`src/rtl/intr_prio_sched.sv`:
```
// Edge-captured interrupt scheduler: 16 sources ranked by programmable priority, one winner held until acked.
// Optional build macro INTR_RR_TIEBREAK_EN selects round-robin resolution of equal-priority ties.
module intr_prio_sched #(
    parameter int NUM_INTR = 16,
    parameter int PRIO_W   = 4
) (
    input  logic                pclk_i,
    input  logic                prst_i,
    input  logic [7:0]          paddr_i,
    input  logic [7:0]          pwdata_i,
    input  logic                pwrite_i,
    input  logic                penable_i,
    output logic [7:0]          prdata_o,
    output logic                pready_o,
    output logic                perror_o,
    input  logic [NUM_INTR-1:0] intr_active_i,
    output logic                intr_valid_o,
    output logic [3:0]          intr_to_service_o,
    input  logic                intr_serviced_i
);
    localparam int ID_W = 4;

    typedef enum logic [1:0] {S_IDLE = 2'd0, S_ARB = 2'd1, S_WAIT = 2'd2} state_t;

    state_t                           state_q, state_d;
    logic [NUM_INTR-1:0]              pending_q, pending_d;
    logic [NUM_INTR-1:0]              intr_prev_q, intr_prev_d;
    logic [NUM_INTR-1:0][PRIO_W-1:0]  prio_q, prio_d;
    logic [ID_W-1:0]                  id_q, id_d;
    logic                             valid_q, valid_d;
    logic [7:0]                       prdata_q, prdata_d;
    logic                             pready_q, pready_d;
    logic                             perror_q, perror_d;
    logic [NUM_INTR-1:0]              clr;
    logic                             win_found;
    logic [ID_W-1:0]                  win_id;
    logic [PRIO_W-1:0]                win_prio;
    logic [15:0]                      pend16;
    logic [7:0]                       rd_val;
    logic                             unused_wdata;
`ifdef INTR_RR_TIEBREAK_EN
    logic [ID_W-1:0]                  last_q, last_d;
    int                               idx;
`endif

    assign unused_wdata = ^pwdata_i;
    assign pend16       = 16'(pending_q);

    // Strict '>' keeps the first candidate met in search order, so ties go to the search start.
    always_comb begin
        win_found = 1'b0;
        win_id    = '0;
        win_prio  = '0;
`ifdef INTR_RR_TIEBREAK_EN
        idx = 0;
        for (int k = 0; k < NUM_INTR; k++) begin
            idx = (int'(last_q) + 1 + k) % NUM_INTR;
            if (pending_q[idx] && prio_q[idx] > win_prio) begin
                win_found = 1'b1;
                win_id    = ID_W'(idx);
                win_prio  = prio_q[idx];
            end
        end
`else
        for (int n = 0; n < NUM_INTR; n++) begin
            if (pending_q[n] && prio_q[n] > win_prio) begin
                win_found = 1'b1;
                win_id    = ID_W'(n);
                win_prio  = prio_q[n];
            end
        end
`endif
    end

    always_comb begin
        state_d = state_q;
        id_d    = id_q;
        valid_d = valid_q;
        clr     = '0;
`ifdef INTR_RR_TIEBREAK_EN
        last_d  = last_q;
`endif
        case (state_q)
            S_IDLE: if (win_found) state_d = S_ARB;
            S_ARB: begin
                if (win_found) begin
                    state_d = S_WAIT;
                    id_d    = win_id;
                    valid_d = 1'b1;
                end else begin
                    state_d = S_IDLE;
                end
            end
            S_WAIT: begin
                if (intr_serviced_i) begin
                    state_d = S_IDLE;
                    valid_d = 1'b0;
                    clr     = NUM_INTR'(1) << id_q;
`ifdef INTR_RR_TIEBREAK_EN
                    last_d  = id_q;
`endif
                end
            end
            default: begin
                state_d = S_IDLE;
                valid_d = 1'b0;
            end
        endcase
        intr_prev_d = intr_active_i;
        // A fresh edge in the clear cycle wins over the clear.
        pending_d   = (pending_q & ~clr) | (intr_active_i & ~intr_prev_q);
    end

    always_comb begin
        rd_val = '0;
        if (paddr_i < 8'(NUM_INTR)) rd_val = 8'(prio_q[paddr_i[3:0]]);
        else if (paddr_i == 8'h10)  rd_val = pend16[7:0];
        else if (paddr_i == 8'h11)  rd_val = pend16[15:8];
        else if (paddr_i == 8'h12)  rd_val = {valid_q, 3'b000, id_q};
    end

    always_comb begin
        pready_d = penable_i;
        perror_d = 1'b0;
        prdata_d = prdata_q;
        prio_d   = prio_q;
        if (penable_i) begin
            if (pwrite_i) begin
                if (paddr_i >= 8'h10)
                    perror_d = 1'b1;
                else if (paddr_i < 8'(NUM_INTR))
                    prio_d[paddr_i[3:0]] = pwdata_i[PRIO_W-1:0];
            end else begin
                perror_d = (paddr_i > 8'h12);
                prdata_d = rd_val;
            end
        end
    end

    always_ff @(posedge pclk_i) begin
        if (prst_i) begin
            state_q     <= S_IDLE;
            pending_q   <= '0;
            intr_prev_q <= '0;
            prio_q      <= '0;
            id_q        <= '0;
            valid_q     <= 1'b0;
            prdata_q    <= '0;
            pready_q    <= 1'b0;
            perror_q    <= 1'b0;
`ifdef INTR_RR_TIEBREAK_EN
            last_q      <= ID_W'(NUM_INTR - 1);
`endif
        end else begin
            state_q     <= state_d;
            pending_q   <= pending_d;
            intr_prev_q <= intr_prev_d;
            prio_q      <= prio_d;
            id_q        <= id_d;
            valid_q     <= valid_d;
            prdata_q    <= prdata_d;
            pready_q    <= pready_d;
            perror_q    <= perror_d;
`ifdef INTR_RR_TIEBREAK_EN
            last_q      <= last_d;
`endif
        end
    end

    assign prdata_o          = prdata_q;
    assign pready_o          = pready_q;
    assign perror_o          = perror_q;
    assign intr_valid_o      = valid_q;
    assign intr_to_service_o = id_q;
endmodule

```
`config.mk`:
```
export PLATFORM = sky130hd
export DESIGN_NAME = intr_prio_sched
export DESIGN_NICKNAME = d
export VERILOG_FILES = /design/src/rtl/intr_prio_sched.sv
export SDC_FILE = /design/constraint.sdc
export NUM_CORES = 1
export LEC_CHECK = 0
export BUFFER_PORTS_ARGS = -buffer_cell sky130_fd_sc_hd__buf_2
export CORE_MARGIN = 10
export CORE_UTILIZATION = 40
export CTS_CLUSTER_DIAMETER = 50
export DETAILED_ROUTE_END_ITERATION = 10
export SLEW_MARGIN = 20
export SYNTH_ARGS = -nofsm -noshare
export SYNTH_HDL_FRONTEND = slang
export SYNTH_SLANG_ARGS = --single-unit
```
`constraint.sdc`:
```
create_clock -name pclk_i -period 61.8 [get_ports pclk_i]
set_clock_uncertainty 0.2 [all_clocks]
set_input_delay 3.09 -clock pclk_i [delete_from_list [all_inputs] [get_ports pclk_i]]
set_output_delay 3.09 -clock pclk_i [all_outputs]
set_load 0.05 [all_outputs]
```
==> flow_metrics.env, run 1 <==
export IMPL_hold_path_end="prdata_o[5]"
export IMPL_reg2reg_slack_ns=34.59
export IMPL_hold_viol=0
export IMPL_hold_path_class="flop to flop"
export IMPL_grt_usage=0.1707
export IMPL_rsz0062_at_grt="false"
export IMPL_worst_path_max_delay_cell="a311oi_2"
export IMPL_maxSlewViolCount=0
export IMPL_critPathKind="flop to flop"
export IMPL_hold_slack_ns=0.2553
export IMPL_synth_fa_ha_area_frac=0.07612
export IMPL_drc_errors=0
export IMPL_period_share=0.4403
export IMPL_async_reset_ff_frac=0
export IMPL_final_util=0.4559
export IMPL_die_x_um=159.9
export IMPL_synth_top_family_by_area="simple AND/OR/NAND/NOR gates"
export IMPL_slowest_delay_ns=0.65
export IMPL_grt_pass1_vias=6484
export IMPL_yosysMostFrequentCell="nor2_1"
export IMPL_holdBufCountCts=0
export IMPL_cp_common_cell="ha_1"
export IMPL_ir_worst_vdd_mv=0.01912
export IMPL_start_util=0.4046
export IMPL_p_sw_uw=63.44
export IMPL_dp_hpwl_um=16640
export IMPL_ctsLongestPathBuffers=2
export IMPL_setup_violations=0
export IMPL_synth_top_cell_area_share=0.2891
export IMPL_pwr_share_clk=0.471
export IMPL_wl_per_cell_um=17.97
export IMPL_swShare=0.2993
export IMPL_cts_clk_slew_worst_paths_ns=0.06
export IMPL_min_path_cells=2
export IMPL_synth_seq_cells=113
export IMPL_syn_area_mm2=0.007824
export IMPL_synth_edf_count=0
export IMPL_pwr_share_seq=0.371
export IMPL_status="finished, final reports clean"
export IMPL_critPathBufInv=11
export IMPL_synthMuxAreaShare=0.1866
export IMPL_dieArea_mm2=0.02555
export IMPL_core_mm2=0.01933
export IMPL_die_h_um=159.9
export IMPL_worst_pin_slew_ns=0.8852
export IMPL_reg2reg_to="intr_to_service_o[1]"
export IMPL_place_gp_congestion=0.8489
export IMPL_n_antenna_cell=0
export IMPL_drtPass1Iterations=6
export IMPL_rr_startpoint="pend16[0]"
export IMPL_worst_setup_path_end_kind="flop"
export IMPL_drtIter0Drc=430
export IMPL_cts_resized=0
export IMPL_synth_area_per_cell_um2=8.431
export IMPL_synthTopCellsByArea="dfxtp_1 (29%), mux2i_1 (10%), ha_1 (7.4%), mux4_2 (5.8%), nor2_1 (5.5%)"
export IMPL_synth_nets=1011
export IMPL_clk_latency_ns=0.42
export IMPL_cp_data_arrival_time_ns=27.35
export IMPL_yosys_top_cells_count="nor2_1 (115), dfxtp_1 (113), mux2i_1 (78)"
export IMPL_finalWorstSetupSlack_ns=34.59
export IMPL_fin_nets=1035
export IMPL_grt_max_degree=58
export IMPL_grt_pass1_wl_um=35540
export IMPL_ys_seq_area_frac=0.2891
export IMPL_leakagePower_nw=3.463
export IMPL_synth_compound_area_share=0.1798
export IMPL_portBuffers=47
export IMPL_ios=52
export IMPL_cts_sink_count=113
export IMPL_synth_simple_area_share=0.2050
export IMPL_critPathLaunchType="flop"
export IMPL_total_power_uw=211.9
export IMPL_finalSetupTns_ns=0
export IMPL_place_ws_ns=34.64
export IMPL_synth_warnings=0
export IMPL_combPwrFrac=0.158
export IMPL_min_period_ns=27.21
export IMPL_hold_start="prdata_o[5]"
export IMPL_cts_repair_timing_setup_buffer_count=0
export IMPL_maxCapViolCount=0
export IMPL_synthFlopType="dfxtp_1"
export IMPL_cts_buffers=17
export IMPL_slew_headroom=0.4099
export IMPL_critPathTopFamily="compound AO/OA/AOI/OAI gates"
export IMPL_fillers=1954
export IMPL_ant_nets=0
export IMPL_crit_fanout=10
export IMPL_syn_to_final_growth_pct=12.67
export IMPL_antenna_found_initial=0
export IMPL_yosysTopAreaCell="dfxtp_1"
export IMPL_netlist_instances=928
export IMPL_cts_tree="built"
export IMPL_vias_per_cell=5.520
export IMPL_drt_wl_total_um=22110
export IMPL_row_count=51
export IMPL_cts_root_buffer="clkbuf_16"
export IMPL_yosys_area_share_xor_xnor=0.008956
export IMPL_intPower_uw=148.5
export IMPL_grt_ovfl_total=0
export IMPL_htreeDepth=4
export IMPL_powerDensity_mw_per_mm2=24.04
export IMPL_synth_cell_type_count=79
export IMPL_clock_fmax_ghz=0.03675
export IMPL_drive_above_1_share=0.1440
export IMPL_vias=6789
export IMPL_reg2reg_depth=119
export IMPL_critical_path_required_ns=61.94
## metal layers
metal  global-route usage  wire length [µm]
met5                    0                 0
met4              0.06427               512
met3              0.02751               982
met2               0.2726             10130
met1               0.2268             10480
## power groups by stage
stage	combinational, mW	clock [mW]	sequential [mW]
2_1_floorplan	0.0227	0	0.0815
3_3_place_gp	0.0328	0	0.0803
3_5_place_dp	0.0331	0	0.0803
4_1_cts	0.0334	0.101	0.0787
5_1_grt	0.0370	0.105	0.0790
6_report	0.0334	0.0998	0.0787
## metrics by stage
step | instances | instance area, µm²
finish | 1230 | 8815
CTS | 1230 | 8808
global route | 1230 | 8815
floorplan | 928 | 7824
global placement | 1198 | 8212
detailed placement | 1198 | 8212
## state kept, by name, indices dropped and copies added (netlist names)
| register | count |
|---|---|
| prio_q | 64 |
| intr_prev_q | 16 |
| pend16 | 16 |
| prdata_o | 8 |
| intr_to_service_o | 4 |
| state_q | 2 |
| intr_valid_o | 1 |
| perror_o | 1 |
| pready_o | 1 |
## worst min-delay path: stages (launching register included)
cell and delay, ns:
dfxtp_1 0.31, nand2_1 0.05, a21oi_1 0.05
## layout make-up
cell class | count | area, µm² | area share
Tap cell | 265 | 331.6 | 0.03762
Timing Repair Buffer | 48 | 245.2 | 0.02782
Clock inverter | 15 | 171.4 | 0.01945
Multi-Input combinational cell | 709 | 5142 | 0.5834
Clock buffer | 17 | 425.4 | 0.04826
Sequential cell | 113 | 2262 | 0.2566
Inverter | 63 | 236.5 | 0.02683
## cell usage in the layout (no fill, tap or decap), types with 7 or more instances in the layout
cell         n
nor2_1     115
dfxtp_1    113
mux2i_1     78
inv_1       63
nand2_1     63
o21ai_0     55
a21oi_1     53
ha_1        46
buf_2       46
nor2b_1     31
nand2b_1    24
nand3_1     23
mux4_2      20
mux2_2      19
clkbuf_16   17
nor3_1      16
a21o_1      15
nand4_1     14
a31oi_1     10
o21a_1       9
inv_6        7
## how the worst max path moves through the flow
stage,start,endpoint,slack [ns],cells after the start
6_report,pend16[0],intr_to_service_o[1],34.59,119
5_1_grt,pend16[0],intr_to_service_o[0],32.43,121
4_1_cts,pend16[0],intr_to_service_o[1],34.49,118
3_5_place_dp,pend16[0],intr_to_service_o[2],34.64,118
3_3_place_gp,pend16[0],intr_to_service_o[3],34.62,118
2_1_floorplan,pend16[0],intr_to_service_o[1],38.50,122
## cell families (layout without fill, tap and decap cells)
logic type	after synthesis	in the layout
AO/OA/AOI/OAI	207	207
adder cells (fa/ha/maj)	48	48
XOR/XNOR	8	8
AND/OR/NAND/NOR	328	328
multiplexers	118	118
flip-flops	113	113
buffers and inverters	106	143
Note: power is estimated with default switching activity, not from simulation.
==> run 2: changes to the inputs <==
clock period = 22.5 ns   (was 61.8 ns; I/O delays follow)
==> run 2 against run 1 <==
Compared with the run above: non-clock buffer count grew 185; sequential share of layout area decreased by 5.7 points; combinational power rose to 4.3 times the previous value; register-to-register slack worse by 34 ns; die area is the same; sequential power increased to 2.7 times the previous value; clock power grew to 2.8 times the previous value; final cell count rose by 15%; via count up 14%; power rose to 3.0 times the previous value; routed wire length rose by 18%; first-iteration DRC count is 13% higher; critical path type unchanged.
==> flow_metrics.env, run 2 (synthesized netlist as in run 1, its figures left out) <==
export IMPL_maxSlewViolCount=0
export IMPL_critPathBufInv=10
export IMPL_core_mm2=0.01933
export IMPL_period_share=0.9835
export IMPL_syn_to_final_growth_pct=44.86
export IMPL_n_antenna_cell=0
export IMPL_final_cell_mix="buf_4 (177), dfxtp_1 (112), nor2_1 (104)"
export IMPL_cp_num_cells=115
export IMPL_grt_usage=0.1831
export IMPL_critPathLaunchType="flop"
export IMPL_drive_above_1_share=0.4157
export IMPL_cts_root_buffer="clkbuf_16"
export IMPL_endpoint="intr_to_service_o[1]"
export IMPL_layout_commonest_cell="buf_4"
export IMPL_seqCellArea_mm2=0.002266
export IMPL_hold_path_class="flop to flop"
export IMPL_worst_setup_path_end_kind="flop"
export IMPL_htreeDepth=4
export IMPL_cts_tree="built"
export IMPL_setup_violations=0
export IMPL_leakagePower_nw=4.597
export IMPL_fin_nets=1220
export IMPL_vias_per_cell=5.477
export IMPL_critPathKind="flop to flop"
export IMPL_largest_register_ffs=64
export IMPL_cts_buffers=17
export IMPL_drc_errors=0
export IMPL_finalWorstSetupSlack_ns=0.3715
export IMPL_grt_max_degree=95
export IMPL_drtPass1Iterations=7
export IMPL_ir_worst_vdd_mv=0.05687
export IMPL_ctsLongestPathBuffers=2
export IMPL_fin_area_mm2=0.01133
export IMPL_ant_nets=0
export IMPL_rr_startpoint="pend16[0]"
export IMPL_hold_viol=0
export IMPL_status="finished, final reports clean"
export IMPL_grtUsageMet3=0.03059
export IMPL_reg2reg_depth=115
export IMPL_gr_usage_met2=0.3106
export IMPL_reg2reg_to="intr_to_service_o[1]"
export IMPL_slew_headroom=0.3224
export IMPL_place_gp_congestion=0.8733
export IMPL_cts_sink_count=113
export IMPL_worst_pin_slew_ns=1.016
export IMPL_multi_input_area_mm2=0.006212
export IMPL_dieArea_mm2=0.02555
export IMPL_grt_busiest_layer="met2"
export IMPL_cts_clk_slew_worst_paths_ns=0.06
export IMPL_top_register="prio_q"
export IMPL_place_ws_ns=-0.7945
export IMPL_ios=52
export IMPL_swShare=0.2954
export IMPL_clk_latency_ns=0.42
export IMPL_hold_slack_ns=0.2495
export IMPL_crit_fanout=6
export IMPL_cp_common_cell="ha_4"
export IMPL_pwr_share_seq=0.338
export IMPL_clock_fmax_ghz=0.04519
export IMPL_placed_area_mm2=0.009139
export IMPL_combPwrFrac=0.223
export IMPL_reg2reg_slack_ns=0.37
export IMPL_finalSetupTns_ns=0
export IMPL_cp_data_arrival_time_ns=22.26
export IMPL_startpoint="pend16[0]"
export IMPL_drt_wl_total_um=26000
export IMPL_die_x_um=159.9
export IMPL_portBuffers=47
export IMPL_powerDensity_mw_per_mm2=56.43
export IMPL_vias=7750
export IMPL_grt_met1_usage=0.2333
export IMPL_pwr_share_clk=0.438
export IMPL_final_cells=1415
export IMPL_intPower_uw=450.6
export IMPL_p_sw_uw=188.9
export IMPL_start_util=0.4046
export IMPL_critical_path_required_ns=22.63
export IMPL_rsz0062_at_grt="true"
export IMPL_critPathTopFamily="compound AO/OA/AOI/OAI gates"
export IMPL_drtIter0Drc=486
export IMPL_maxCapViolCount=0
export IMPL_fillers=1655
export IMPL_antenna_found_initial=0
export IMPL_die_h_um=159.9
export IMPL_row_count=51
export IMPL_wl_per_cell_um=18.37
export IMPL_grt_ovfl_total=0
export IMPL_placedCellCount=1317
export IMPL_grt_pass1_wl_um=38810
export IMPL_slowest_delay_ns=0.50
export IMPL_worst_path_max_delay_cell="or4_4"
export IMPL_dp_hpwl_um=17650
export IMPL_min_period_ns=22.13
export IMPL_grt_pass1_vias=7495
## run 2: cell types whose count changed in the layout (fill, tap and decap cells not counted), sizes merged
cell,previous run,this run
buf,48,233
inv,70,67
clkinvlp,2,4
bufinv,2,3
## run 2: metal layers
metal,share of wire,up-vias
li1,-,3774
met1,0.44,3736
met2,0.50,192
met3,0.043,48
met4,0.024,0
met5,0,-
## run 2: worst reg2reg max path: cells and delay by family, from the launching register on
kind,cells,cell delay (ns)
AO/OA/AOI/OAI,43,7.86
AND/OR/NAND/NOR,34,5.33
flip-flops,1,0.39
multiplexers,12,3.55
adder cells (fa/ha/maj),16,3.93
buffers and inverters,10,0.77
## run 2: worst min-delay path by stage
stage,from,end,cells past startpoint,slack [ns]
5_1_grt,prdata_o[4],prdata_o[4],2,0.27
3_3_place_gp,prdata_o[6],prdata_o[6],2,0.24
3_5_place_dp,prdata_o[4],prdata_o[4],2,0.24
2_1_floorplan,intr_prev_q[0],pend16[0],2,0.26
4_1_cts,prdata_o[4],prdata_o[4],2,0.25
6_report,prdata_o[4],prdata_o[4],2,0.25
## run 2: power by group through the flow
stage	clock (mW)	combinational, mW	sequential (mW)
final	0.280	0.143	0.216
after global routing	0.290	0.154	0.217
after CTS	0.280	0.123	0.216
after detailed placement	0	0.107	0.220
after global placement	0	0.106	0.220
after floorplan	0	0.0626	0.224
## run 2: layout make-up
| type | count | area share |
|---|---|---|
| Inverter | 63 | 0.02153 |
| Timing Repair Buffer | 233 | 0.1475 |
| Sequential cell | 113 | 0.1999 |
| Clock inverter | 15 | 0.01612 |
| Clock buffer | 17 | 0.03754 |
| Multi-Input combinational cell | 709 | 0.5481 |
| Tap cell | 265 | 0.02926 |
## run 2: per-stage QoR
stage / total power, mW / utilization
finish: 0.6395 / 0.5862
CTS: 0.6192 / 0.5325
global route: 0.6614 / 0.5862
detailed placement: 0.3267 / 0.4727
floorplan: 0.2866 / -
global placement: 0.3257 / 0.4727
## run 2: what timing repair did
item | in CTS | in global routing
hold buffers | 0 | 0
setup endpoints to repair | 7 | 7
pin swaps | 36 | 115
setup buffers | 47 | 24
resized for setup | 59 | 172
==> run 3: changes to the inputs <==
PLACE_DENSITY_LB_ADDON = 0.05   (was unset)
==> run 3 against run 2 <==
Compared with the run above: core utilization grew 0.52 points; setup slack lost 0.028 ns; first-iteration DRC count grew 6.6%; clock power is essentially flat; highest routed layer unchanged.
==> flow_metrics.env, run 3 (synthesized netlist as in run 1, its figures left out) <==
export IMPL_leakagePower_nw=4.707
export IMPL_hold_viol=0
export IMPL_final_util=0.5914
export IMPL_cts_clk_slew_worst_paths_ns=0.06
export IMPL_drt_wl_total_um=27220
export IMPL_grt_max_degree=74
export IMPL_syn_to_final_growth_pct=46.15
export IMPL_cp_data_arrival_time_ns=22.30
export IMPL_core_mm2=0.01933
export IMPL_worst_pin_slew_ns=0.8108
export IMPL_clk_latency_ns=0.43
export IMPL_n_antenna_cell=0
export IMPL_portBuffers=47
export IMPL_final_cell_mix="buf_4 (209), dfxtp_1 (112), nor2_1 (109)"
export IMPL_reg2reg_slack_ns=0.34
export IMPL_setup_violations=0
export IMPL_dp_hpwl_um=19340
export IMPL_vias=7869
export IMPL_worst_setup_path_end_kind="flop"
export IMPL_slowest_delay_ns=0.51
export IMPL_cts_sink_count=113
export IMPL_placed_area_mm2=0.009281
export IMPL_ctsLongestPathBuffers=2
export IMPL_hold_slack_ns=0.2516
export IMPL_die_x_um=159.9
export IMPL_vias_per_cell=5.453
export IMPL_ir_worst_vdd_mv=0.04677
export IMPL_maxCapViolCount=0
export IMPL_drtIter0Drc=518
export IMPL_fin_area_mm2=0.01143
export IMPL_holdBufCountCts=0
export IMPL_grt_pass1_vias=7591
export IMPL_die_h_um=159.9
export IMPL_powerDensity_mw_per_mm2=56.04
export IMPL_hold_path_class="flop to flop"
export IMPL_multi_input_area_mm2=0.006125
export IMPL_largest_register_ffs=64
export IMPL_antenna_found_initial=0
export IMPL_ant_nets=0
export IMPL_row_count=51
export IMPL_ios=52
export IMPL_drtPass1Iterations=5
export IMPL_fillers=1748
export IMPL_drc_errors=0
export IMPL_top_register="prio_q"
export IMPL_cts_tree="built"
export IMPL_start_util=0.4046
export IMPL_cts_buffers=17
export IMPL_grt_pass1_wl_um=41040
export IMPL_wl_per_cell_um=18.86
export IMPL_period_share=0.9847
export IMPL_fin_nets=1248
export IMPL_status="finished, final reports clean"
export IMPL_critical_path_required_ns=22.65
export IMPL_cts_root_buffer="clkbuf_16"
export IMPL_cp_common_cell="ha_4"
export IMPL_critPathLaunchType="flop"
export IMPL_grt_usage=0.2001
export IMPL_seqCellArea_mm2=0.002266
export IMPL_worst_path_max_delay_cell="or4_4"
export IMPL_slew_headroom=0.4595
export IMPL_drive_above_1_share=0.4160
export IMPL_htreeDepth=4
export IMPL_grt_ovfl_total=0
export IMPL_layout_commonest_cell="buf_4"
export IMPL_dieArea_mm2=0.02555
export IMPL_critPathKind="flop to flop"
export IMPL_maxSlewViolCount=0
export IMPL_crit_fanout=7
export IMPL_place_gp_congestion=0.8528
export IMPL_clock_fmax_ghz=0.04513
export IMPL_rsz0062_at_grt="true"
export IMPL_min_period_ns=22.16
[run 3: area by class of cell]
cell class              count  area share
multi-input cells         709      0.5356
flip-flops and latches    113      0.1982
repair buffers            261      0.1633
clock buffers              17     0.03720
well taps                 265     0.02900
inverters                  63     0.02090
clock inverters            15     0.01587
[run 3: path summary, 6_finish.rpt]
path	endpoint	from	cells past startpoint
max reg2reg	intr_to_service_o[1]	pend16[0]	119
min reg2reg	prdata_o[5]	prdata_o[5]	2
max	intr_to_service_o[1]	pend16[0]	119
min	prdata_o[5]	prdata_o[5]	2
[run 3: metal layers]
| metal | global-route usage | share of wire | vias to the layer above |
|---|---|---|---|
| met5 | 0 | 0 | - |
| met4 | 0.05843 | 0.022 | 0 |
| met3 | 0.03933 | 0.047 | 38 |
| met2 | 0.3373 | 0.49 | 198 |
| met1 | 0.2533 | 0.44 | 3798 |
| li1 | - | - | 3835 |
[run 3: worst max-delay path, delay by kind of cell, from the launching register on]
kind | cells | cell delay, ns
DFF | 1 | 0.40
buffers and inverters | 18 | 1.75
and+or+nand+nor | 29 | 4.66
AOI/OAI and AO/OA | 43 | 7.34
adders and majority gates | 17 | 4.05
muxes | 12 | 3.62
[run 3: power by group]
part	switching, mW	total (mW)	internal, mW
clock	0.105	0.281	0.175
combinational	0.0744	0.144	0.0692
sequential	0.00916	0.216	0.207
total	0.189	0.641	0.452
[run 3: per-stage QoR]
stage / setup slack, ns / setup TNS (ns) / total power, mW / instances
finish: 0.3439 / 0 / 0.6408 / 1443
global route: -0.4950 / -3.015 / 0.6649 / 1443
CTS: 0.002160 / 0 / 0.6286 / 1416
detailed placement: -1.112 / -6.928 / 0.3321 / 1336
global placement: -1.137 / -7.037 / 0.3316 / 1336
floorplan: 0.007127 / 0 / 0.2866 / 928
[run 3: timing repair]
action,CTS,global route
resized for setup,81,123
buffers inserted,48,30
pin swaps,48,74
gates cloned,0,0
hold endpoints to repair,0,0
endpoints found under the setup margin,7,7
